==> src/rtl/seg_scan_ctrl.sv <==
// Multiplexed 7-segment scan controller: registered anode/BCD strobing with blanking and frame-aligned double buffering.
// Optional leading-zero suppression when SEG_ZERO_BLANK_EN is defined.
module seg_scan_ctrl #(
  parameter int NUM_DIGITS   = 4,
  parameter int TICK_DIV     = 1000,
  parameter int BLANK_CYCLES = 2
) (
  input  logic                    clk,
  input  logic                    rst,
  input  logic                    enable,
  input  logic                    wr_valid,
  input  logic [4*NUM_DIGITS-1:0] wr_data,
  output logic                    wr_ready,
  output logic [3:0]              num,
  output logic [NUM_DIGITS-1:0]   an,
  output logic                    frame_done
);

  localparam int IW = (NUM_DIGITS > 1) ? $clog2(NUM_DIGITS) : 1;
  localparam int TW = (TICK_DIV > 1) ? $clog2(TICK_DIV) : 1;

  localparam logic [1:0] S_IDLE  = 2'd0;
  localparam logic [1:0] S_BLANK = 2'd1;
  localparam logic [1:0] S_DRIVE = 2'd2;

  localparam logic [TW-1:0] TICK_LAST = TW'(TICK_DIV - 1);
  localparam logic [TW-1:0] BLANK_N   = TW'(BLANK_CYCLES);
  localparam logic [IW-1:0] IDX_LAST  = IW'(NUM_DIGITS - 1);

  logic [1:0]              r_state;
  logic [TW-1:0]           r_tick;
  logic [IW-1:0]           r_idx;
  logic [4*NUM_DIGITS-1:0] r_disp;
  logic [4*NUM_DIGITS-1:0] r_pend;
  logic                    r_pend_vld;
  logic                    r_wr_ready;
  logic [3:0]              r_num;
  logic [NUM_DIGITS-1:0]   r_an;
  logic                    r_frame_done;

  logic [1:0]              w_state_nxt;
  logic [TW-1:0]           w_tick_nxt;
  logic [IW-1:0]           w_idx_nxt;
  logic                    w_frame;
  logic                    w_accept;
  logic                    w_commit;
  logic [4*NUM_DIGITS-1:0] w_disp_nxt;
  logic [3:0]              w_digit;
  logic [NUM_DIGITS-1:0]   w_lit;
  logic [NUM_DIGITS-1:0]   w_an_nxt;

  assign wr_ready   = r_wr_ready;
  assign num        = r_num;
  assign an         = r_an;
  assign frame_done = r_frame_done;

  // Next scan position; outputs are registered from these so they line up with the counters.
  always_comb begin
    w_state_nxt = S_IDLE;
    w_tick_nxt  = '0;
    w_idx_nxt   = '0;
    w_frame     = 1'b0;
    if (enable) begin
      if (r_state != S_IDLE) begin
        if (r_tick == TICK_LAST) begin
          w_tick_nxt = '0;
          if (r_idx == IDX_LAST) begin
            w_idx_nxt = '0;
            w_frame   = 1'b1;
          end else begin
            w_idx_nxt = r_idx + IW'(1);
          end
        end else begin
          w_tick_nxt = r_tick + TW'(1);
          w_idx_nxt  = r_idx;
        end
      end
      w_state_nxt = (w_tick_nxt < BLANK_N) ? S_BLANK : S_DRIVE;
    end
  end

  assign w_accept   = wr_valid & r_wr_ready;
  assign w_commit   = r_pend_vld & (w_frame | ~enable);
  assign w_disp_nxt = w_commit ? r_pend : r_disp;

  always_comb begin
    w_digit = '0;
    for (int k = 0; k < NUM_DIGITS; k++) begin
      if (w_idx_nxt == IW'(k)) w_digit = w_disp_nxt[4*k +: 4];
    end
  end

`ifdef SEG_ZERO_BLANK_EN
  // A digit is lit if it or any more significant digit is nonzero; digit 0 always lit.
  always_comb begin : p_lit
    logic seen;
    seen  = 1'b0;
    w_lit = '0;
    for (int k = NUM_DIGITS - 1; k >= 1; k--) begin
      seen     = seen | (w_disp_nxt[4*k +: 4] != 4'd0);
      w_lit[k] = seen;
    end
    w_lit[0] = 1'b1;
  end
`else
  assign w_lit = '1;
`endif

  always_comb begin
    w_an_nxt = '1;
    for (int k = 0; k < NUM_DIGITS; k++) begin
      if (w_state_nxt == S_DRIVE && w_idx_nxt == IW'(k) && w_lit[k]) w_an_nxt[k] = 1'b0;
    end
  end

  always_ff @(posedge clk) begin
    if (rst) begin
      r_state      <= S_IDLE;
      r_tick       <= '0;
      r_idx        <= '0;
      r_disp       <= '0;
      r_pend       <= '0;
      r_pend_vld   <= 1'b0;
      r_wr_ready   <= 1'b0;
      r_num        <= 4'd0;
      r_an         <= '1;
      r_frame_done <= 1'b0;
    end else begin
      r_state      <= w_state_nxt;
      r_tick       <= w_tick_nxt;
      r_idx        <= w_idx_nxt;
      r_disp       <= w_disp_nxt;
      r_num        <= w_digit;
      r_an         <= w_an_nxt;
      r_frame_done <= w_frame;
      if (w_accept) begin
        r_pend     <= wr_data;
        r_pend_vld <= 1'b1;
      end else if (w_commit) begin
        r_pend_vld <= 1'b0;
      end
      // Ready lags the commit by a cycle, so it reopens the cycle after the display swap.
      r_wr_ready <= w_accept ? 1'b0 : ~r_pend_vld;
    end
  end

endmodule

==> config.mk <==
export PLATFORM = sky130hd
export DESIGN_NAME = seg_scan_ctrl
export DESIGN_NICKNAME = d
export VERILOG_FILES = /design/src/rtl/seg_scan_ctrl.sv
export SDC_FILE = /design/constraint.sdc
export NUM_CORES = 1
export LEC_CHECK = 0
export BUFFER_PORTS_ARGS = -buffer_cell sky130_fd_sc_hd__buf_4
export CORE_ASPECT_RATIO = 1.25
export CORE_UTILIZATION = 50
export CTS_CLUSTER_SIZE = 28
export DETAILED_ROUTE_END_ITERATION = 8
export PLACE_DENSITY = 0.74
export SKIP_CTS_REPAIR_TIMING = 1
export SYNTH_ARGS = -nofsm -noshare
export SYNTH_HDL_FRONTEND = slang
export SYNTH_SLANG_ARGS = --single-unit
==> constraint.sdc <==
create_clock -name clk -period 4.1 [get_ports clk]
set_input_delay 0.41 -clock clk [delete_from_list [all_inputs] [get_ports clk]]
set_output_delay 0.41 -clock clk [all_outputs]
set_load 0.03 [all_outputs]
Word-level counts from Yosys, hierarchy flattened
Cells that the tools add are included.
{"block": "classes", "n_div": 0, "n_eq_ne": 6, "n_addsub": 2, "n_mul": 0, "reduce_logical": 9, "n_shift": 0, "bitwise_logic": 5, "magnitude_cmp": 1, "mux": 24}
{"op": "10-bit 2-to-1 mux", "count": 3}
{"op": "16-bit 2-to-1 mux", "count": 1}
{"op": "4-bit 2-to-1 mux", "count": 4}
{"op": "2-bit 2-to-1 mux", "count": 6}
{"op": "10-bit by 1-bit adder with 10-bit output (second input constant)", "count": 1}
{"op": "10-bit equality test (second input constant)", "count": 1}
{"op": "10-bit by 2-bit less-than comparator with 1-bit output (second input constant)", "count": 1}
{"op": "1-bit 2-to-1 mux", "count": 10}
{"op": "2-bit equality test (second input constant)", "count": 4}
{"op": "1-bit logical AND", "count": 4}
{"op": "2-bit nonzero test", "count": 2}
{"op": "2-bit OR reduction", "count": 2}
{"op": "2-bit by 1-bit adder with 2-bit output (second input constant)", "count": 1}
{"op": "1-bit AND", "count": 2}
{"op": "2-bit by 1-bit equality test with 1-bit output (second input constant)", "count": 1}
{"op": "2-bit logical NOT", "count": 1}
{"op": "1-bit inverter", "count": 2}
{"op": "1-bit OR", "count": 1}
{"block": "word_totals", "ram_bits": 0, "romBits": 0, "output_inout_bits": 10, "in_bits": 20, "latch_bits": 0, "elab_cells": 57, "memories": 0, "regBits": 57}

Depth between registers and ports, before layout
Gate-level depths: netlist of the first run.
{"block": "logic_depth", "word_depth": 12, "ltp_mapped": 8, "depth_no_buf": 7}

Least setup slack after synthesis of the first run
OpenSTA, ideal clock, no wires.
{"block": "synth_timing", "kind": "register to register", "startpoint": "register r_tick[0]", "endpoint": "register r_num[2], in the netlist num[2]", "n_path_buf": 0, "stages_incl_launch_ff": 7, "setup_slack_ps": 1761, "arrival_ps": 2236, "synth_period_minus_slack_ps": 2339, "setup_time_ps": 103, "required_time_ps": 3997, "cell_sequence": "dfxtp_1 -> ha_1 -> nand3_2 -> nor4_4 -> mux2i_1 -> mux2_2 -> a2111oi_2"}
{"block": "synth_between", "elab_chain_cells": 11, "word_cells_on_any_way": 18, "classes_between": "eq/ne (4); mux (11); bitwise (2); reduce/logical (1)"}
{"element": "start, declared", "line_no": "31", "source": "logic [TW-1:0] r_tick;"}
{"element": "start signal, assigned", "line_no": "130", "source": "r_tick <= w_tick_nxt;"}
{"element": "10-bit equality test *", "line_no": "65", "source": "if (r_tick == TICK_LAST) begin"}
{"element": "1-bit 2-to-1 mux", "line_no": "65"}
{"element": "1-bit 2-to-1 mux", "line_no": "64", "source": "if (r_state != S_IDLE) begin"}
{"element": "1-bit 2-to-1 mux", "line_no": "63", "source": "if (enable) begin"}
{"element": "1-bit OR", "line_no": "83", "source": "assign w_commit = r_pend_vld & (w_frame | ~enable);"}
{"element": "1-bit AND", "line_no": "83"}
{"element": "16-bit 2-to-1 mux", "line_no": "84", "source": "assign w_disp_nxt = w_commit ? r_pend : r_disp;"}
{"element": "4-bit 2-to-1 mux (3 in series)", "line_no": "89", "source": "if (w_idx_nxt == IW'(k)) w_digit = w_disp_nxt[4*k +: 4];"}
{"element": "4-bit 2-to-1 mux *", "line_no": "89"}
{"element": "end signal, assigned", "line_no": "133", "source": "r_num <= w_digit;"}
{"element": "end, declared", "line_no": "37", "source": "logic [3:0] r_num;"}
Mark *: on every way between the ends. The rest lies on a longest branch, timed or not.
A chain may end at the register's enable or synchronous reset.

Worst setup path in the final report of the first run
Same ends and word-level chain as after synthesis.

==> results of run 1 <==
[cell type report]
type | count | share of cell area, %
inverters | 2 | 0.271
flip-flops and latches | 57 | 41.2
repair buffers | 29 | 7.85
well taps | 58 | 2.62
multi-input cells | 179 | 40.4
clock inverters | 2 | 1.26
clock buffers | 13 | 6.45
[power breakdown]
part           switching, mW  total (mW)  leakage [nW]  internal, mW
Combinational         0.0305      0.0545         0.601        0.0241
Sequential           0.00665       0.571         0.462         0.565
Clock                  0.209       0.551         0.112         0.342
Total                  0.246        1.18          1.17         0.931
[sequential cells by signal (all words and copies together), names as in the netlist]
name and flops:
r_pend_vld 1, frame_done 1, num 4, r_state 2
r_disp 16, an 4, wr_ready 1, r_pend 16
r_tick 10, r_idx 2
[worst max path at each step]
| stage | end | start | cells after the start |
|---|---|---|---|
| 2_1_floorplan | num[2]$_SDFF_PP0_ | r_tick[0]$_SDFF_PP0_ | 6 |
| 3_3_place_gp | num[3]$_SDFF_PP0_ | r_tick[0]$_SDFF_PP0_ | 6 |
| 3_5_place_dp | num[2]$_SDFF_PP0_ | r_tick[0]$_SDFF_PP0_ | 6 |
| 4_1_cts | num[2]$_SDFF_PP0_ | r_tick[0]$_SDFF_PP0_ | 6 |
| 5_1_grt | num[2]$_SDFF_PP0_ | r_tick[0]$_SDFF_PP0_ | 6 |
| 6_report | num[2]$_SDFF_PP0_ | r_tick[0]$_SDFF_PP0_ | 6 |
[per-layer routing]
| layer | wire [um] | share of wire (%) |
|---|---|---|
| met1 | 2040 | 44 |
| met5 | 0 | 0 |
| met3 | 185 | 4.0 |
| met4 | 91 | 1.9 |
| met2 | 2360 | 50 |
[synthesized netlist by cell type (all sizes together) (2+ instances only)]
master	count	area share [%]
dfxtp	57	49
nand2	43	6.9
nor2	33	5.3
a21oi	19	4.1
mux2i	19	8.1
nand3	9	2.1
and3	7	2.0
clkbuf	7	1.6
xnor2	5	1.9
a31oi	3	1.1
buf	3	1.4
mux2	3	1.4
nand4	3	1.1
nor3	3	0.64
a2111oi	2	1.3
a32o	2	0.86
and4	2	0.80
ha	2	1.1
inv	2	0.32
nand2b	2	0.53
o21a	2	0.64
or2b	2	0.70
or3	2	0.53
xor2	2	0.75
[worst max-delay path, stage by stage (launching register included)]
cell and delay, ps:
dfxtp_1 380, ha_1 290, nand3_2 160, nor4_4 290
mux2i_1 690, mux2_2 420, a2111oi_2 350
[logic make-up after synthesis]
group	count (synthesis)
XOR/XNOR	7
flip-flops	57
multiplexers	22
adder cells (fa/ha/maj)	2
AND/OR/NAND/NOR	112
buffers and inverters	12
AO/OA/AOI/OAI	36
[through the flow]
stage	hold slack, ps	setup WS [ps]
after global placement	444	1560
after floorplan	432	1760
after CTS	308	1410
final	322	1420
after detailed placement	448	1430
after global routing	316	1110
==> flow_metrics.py, run 1 <==
metrics = {
    "global_route": {
        "gr-total-overflow": 0,
        "grt_use_met3_pct": 7.41,
        "gr-usage-all-layers_pct": 21.7,
        "grtUsageMet1_pct": 24.7,
        "grt_use_met2_pct": 36.1,
        "grt_pass1_wl_um": 8110,
        "grt_busiest_layer": "met2",
        "antenna_found_initial": 0,
        "grt_pass1_vias": 1800,
        "grt_max_degree": 41,
    },
    "placed_design": {
        "port_buffers": 29,
        "gp_congestion": 0.836,
        "place_inst": 325,
        "post_dp_cell_area_mm2": 0.00256,
        "hpwl_um": 3310,
    },
    "timing": {
        "fin_tns_setup_ps": 0,
        "setup_viol": 0,
        "slew_headroom_pct": 48.8,
        "final_hold_viol_count": 0,
        "finClkSkew_ps": 4.57,
        "rsz0062_at_grt": "no",
        "worst_pin_slew_ps": 747,
        "min_period_ps": 2680,
        "max_freq_ghz": 0.373,
        "fin_crit_sh_pct": 65.4,
        "slew_viol_final": 0,
    },
    "routing": {
        "initialDrtViolationCount": 113,
        "dr.pass1.iters": 4,
        "wl_per_cell_um": 13.7,
        "postRouteWirelength_um": 4670,
        "vias": 1833,
        "drc": 0,
        "antenna_left": 0,
        "viasPerCell": 5.39,
    },
    "floorplanning": {
        "core-area_mm2": 0.00446,
        "num_io_pins": 30,
        "start_util_pct": 52.4,
        "die-area_mm2": 0.00496,
        "die_x_um": 63.2,
        "std_cell_rows": 27,
        "die_h_um": 78.5,
    },
    "final_layout": {
        "layout-drive-gt1-share_pct": 21.6,
        "post-route-util_pct": 62.2,
        "seq_area_mm2": 0.00114,
        "antenna_cells": 0,
        "finalNonFillerCells": 340,
        "multi_input_area_mm2": 0.00112,
        "area_growth_pct": 18.6,
        "final_common_cell": "dfxtp_1",
        "fin_area_mm2": 0.00277,
        "fill_cells": 401,
        "most-common-layout-cells": "57 x dfxtp_1, 43 x nand2_1, 33 x nor2_1",
        "final_nets": 300,
    },
    "power": {
        "power_leakage_nw": 1.17,
        "power.density_mw_per_mm2": 425,
        "fin_total_pwr_mw": 1.18,
        "peakVddDrop_mv": 0.262,
    },
    "critical_path": {
        "crit_type": "reg -> reg",
        "reg2reg_to": "num[2]$_SDFF_PP0_",
        "end_kind": "flip-flop",
        "ff2ff_setup_slack_ps": 1420,
        "cp-start-kind": "flip-flop",
        "r2r-start": "r_tick[0]$_SDFF_PP0_",
        "crit_fanout": 8,
        "cp.required_ps": 4330,
        "critPathArrivalTime_ps": 2920,
        "reg2regPathDepth": 6,
    },
    "synthesis": {
        "synth_xor_area_share_pct": 2.62,
        "synthSimpleGateAreaFrac_pct": 23.2,
        "syn_inst": 248,
        "synth_mux_area_share_pct": 9.58,
        "synth_compound_area_share_pct": 11.4,
        "synth_top_family_by_area": "simple AND/OR/NAND/NOR gates",
        "ys.flop_type": "dfxtp_1",
        "avgSynthCellArea_um2": 9.43,
        "netlist_area_mm2": 0.00234,
        "synthDistinctLibCells": 45,
        "postSynth.asyncResetShare_pct": 0,
        "synth_fp_nets": 270,
        "ys_seq_area_share_pct": 48.8,
        "synth_seq_cells": 57,
        "ys_warn_count": 0,
        "synth_fa_ha_area_share_pct": 1.07,
        "synth_edf_count": 0,
    },
    "min_path": {
        "hold_path_end": "r_pend[10]$_SDFFE_PP0P_",
        "hp-start": "wr_data[10]",
        "holdPathStages": 3,
        "min_path_type": "in -> reg",
    },
    "clock_tree": {
        "clock_path_buffers": 2,
        "clk_pin_slew_ps": 60,
        "cts_buffers": 9,
        "clk_latency_ps": 330,
        "cts_tree": "yes",
        "cts_root_buf": "clkbuf_8",
        "clock_sinks": 57,
        "cts-htree-levels": 3,
    },
    "status": {
        "status": "finished clean",
    },
    "flow_run": {
        "maxCapViolCount": 0,
    },
}
(Power assumes the default switching activity.)
==> inputs of run 2 (changes only) <==
Clock period 4.1 ns to 2.8 ns, I/O delays scaled along.
==> flow_metrics.py, run 2 (same netlist as run 1, synthesis figures left out) <==
metrics = {
    "placed_design": {
        "port_buffers": 29,
        "gp_congestion": 0.820,
        "hpwl_um": 3200,
    },
    "floorplanning": {
        "std_cell_rows": 27,
        "die_h_um": 78.5,
        "die-area_mm2": 0.00496,
        "core-area_mm2": 0.00446,
        "num_io_pins": 30,
        "start_util_pct": 52.4,
        "die_x_um": 63.2,
    },
    "routing": {
        "dr.pass1.iters": 4,
        "wl_per_cell_um": 13.3,
        "vias": 1819,
        "antenna_left": 0,
        "initialDrtViolationCount": 116,
        "viasPerCell": 5.32,
        "drc": 0,
        "postRouteWirelength_um": 4550,
    },
    "critical_path": {
        "crit_type": "reg -> reg",
        "crit_fanout": 16,
        "cp.required_ps": 3040,
        "cp-start-kind": "flip-flop",
        "end_kind": "flip-flop",
        "critPathArrivalTime_ps": 2680,
    },
    "clock_tree": {
        "clock_sinks": 57,
        "cts-htree-levels": 3,
        "clk_latency_ps": 340,
        "clk_pin_slew_ps": 60,
        "clock_path_buffers": 2,
        "cts_root_buf": "clkbuf_8",
        "cts_tree": "yes",
        "cts_buffers": 9,
    },
    "final_layout": {
        "post-route-util_pct": 62.0,
        "layout-drive-gt1-share_pct": 21.8,
        "final_nets": 301,
        "area_growth_pct": 18.1,
        "reg_top3": "r_disp x16, r_pend x16, r_tick x10",
        "fill_cells": 419,
        "antenna_cells": 0,
        "most-common-layout-cells": "57 x dfxtp_1, 43 x nand2_1, 33 x nor2_1",
        "multi_input_area_mm2": 0.00112,
        "seq_area_mm2": 0.00114,
        "final_common_cell": "dfxtp_1",
    },
    "timing": {
        "final_hold_viol_count": 0,
        "fin_crit_sh_pct": 87.2,
        "worst_pin_slew_ps": 649,
        "setup_viol": 0,
        "slew_viol_final": 0,
        "finClkSkew_ps": 7.15,
        "max_freq_ghz": 0.410,
        "rsz0062_at_grt": "no",
        "fin_tns_setup_ps": 0,
        "min_period_ps": 2440,
        "slew_headroom_pct": 56.6,
    },
    "global_route": {
        "antenna_found_initial": 0,
        "grt_pass1_wl_um": 7970,
        "gr-total-overflow": 0,
        "grt_pass1_vias": 1732,
        "gr-usage-all-layers_pct": 21.4,
        "grt_max_degree": 41,
    },
    "flow_run": {
        "maxCapViolCount": 0,
    },
    "power": {
        "peakVddDrop_mv": 0.416,
        "power_leakage_nw": 1.16,
        "p_seq_share_pct": 50.3,
        "p_clk_share_pct": 44.9,
        "switching_share_pct": 22.3,
        "p_comb_share_pct": 4.7,
        "power.density_mw_per_mm2": 602,
        "p_int_mw": 1.29,
        "switching_power_uw": 370,
    },
    "min_path": {
        "min_path_type": "in -> reg",
    },
    "status": {
        "status": "finished clean",
    },
}
==> run 2: cell count changes in the layout (fill, tap and decap cells not counted) <==
| cell | delta |
|---|---|
| clkbuf_8 | -3 |
| clkinvlp_4 | +2 |
| buf_4 | +1 |
| clkbuf_1 | +1 |
| clkinv_2 | +1 |
==> run 2: critical path, cell delays in order (launching register included) <==
cell and delay (ps):
dfxtp_1 390, ha_1 290, nand3_2 150, or3_1 400
a2bb2oi_4 290, mux2i_1 180, mux2_2 300, a2111oi_2 330
==> run 2: worst paths after layout <==
path	endpoint	startpoint	depth (start not counted)	slack [ps]
max	num[2]$_SDFF_PP0_	r_tick[0]$_SDFF_PP0_	7	360
min	r_pend[13]$_SDFFE_PP0P_	wr_data[13]	3	180
max reg2reg	num[2]$_SDFF_PP0_	r_tick[0]$_SDFF_PP0_	7	360
min reg2reg	r_pend[8]$_SDFFE_PP0P_	r_pend[8]$_SDFFE_PP0P_	2	460
==> run 2: through the flow <==
| stage | total power [mW] | cell area, um2 | worst slack (ps) | hold slack, ps | instances |
|---|---|---|---|---|---|
| after floorplan | 0.902 | 2340 | 461 | 375 | 248 |
| after global placement | 0.933 | 2570 | 421 | 446 | 326 |
| after detailed placement | 0.935 | 2570 | 366 | 449 | 326 |
| after CTS | 1.68 | 2760 | 347 | 174 | 342 |
| after global routing | 1.74 | 2760 | 163 | 179 | 342 |
| final | 1.66 | 2760 | 359 | 183 | 342 |
==> run 2: area by class of cell <==
| cell class | instances | area share [%] |
|---|---|---|
| clock inverter | 5 | 1.99 |
| multi-input combinational | 179 | 40.5 |
| tap | 58 | 2.63 |
| inverter | 2 | 0.272 |
| sequential | 57 | 41.3 |
| clock buffer | 11 | 5.12 |
| timing repair buffer | 30 | 8.15 |
==> run 2: power groups by stage <==
stage | logic (mW) | clock network (mW) | registers [mW]
2_1_floorplan | 0.0471 | 0 | 0.855
3_3_place_gp | 0.0785 | 0 | 0.855
3_5_place_dp | 0.0794 | 0 | 0.855
4_1_cts | 0.0796 | 0.764 | 0.837
5_1_grt | 0.0879 | 0.808 | 0.839
6_report | 0.0787 | 0.747 | 0.837
==> run 2: layer usage <==
layer / wire [um] / vias up / global-route usage [%]
li1: - / 922 / -
met1: 2120 / 843 / 25.9
met2: 2130 / 43 / 33.2
met3: 192 / 11 / 7.41
met4: 112 / 0 / 11.1
met5: 0 / - / 0
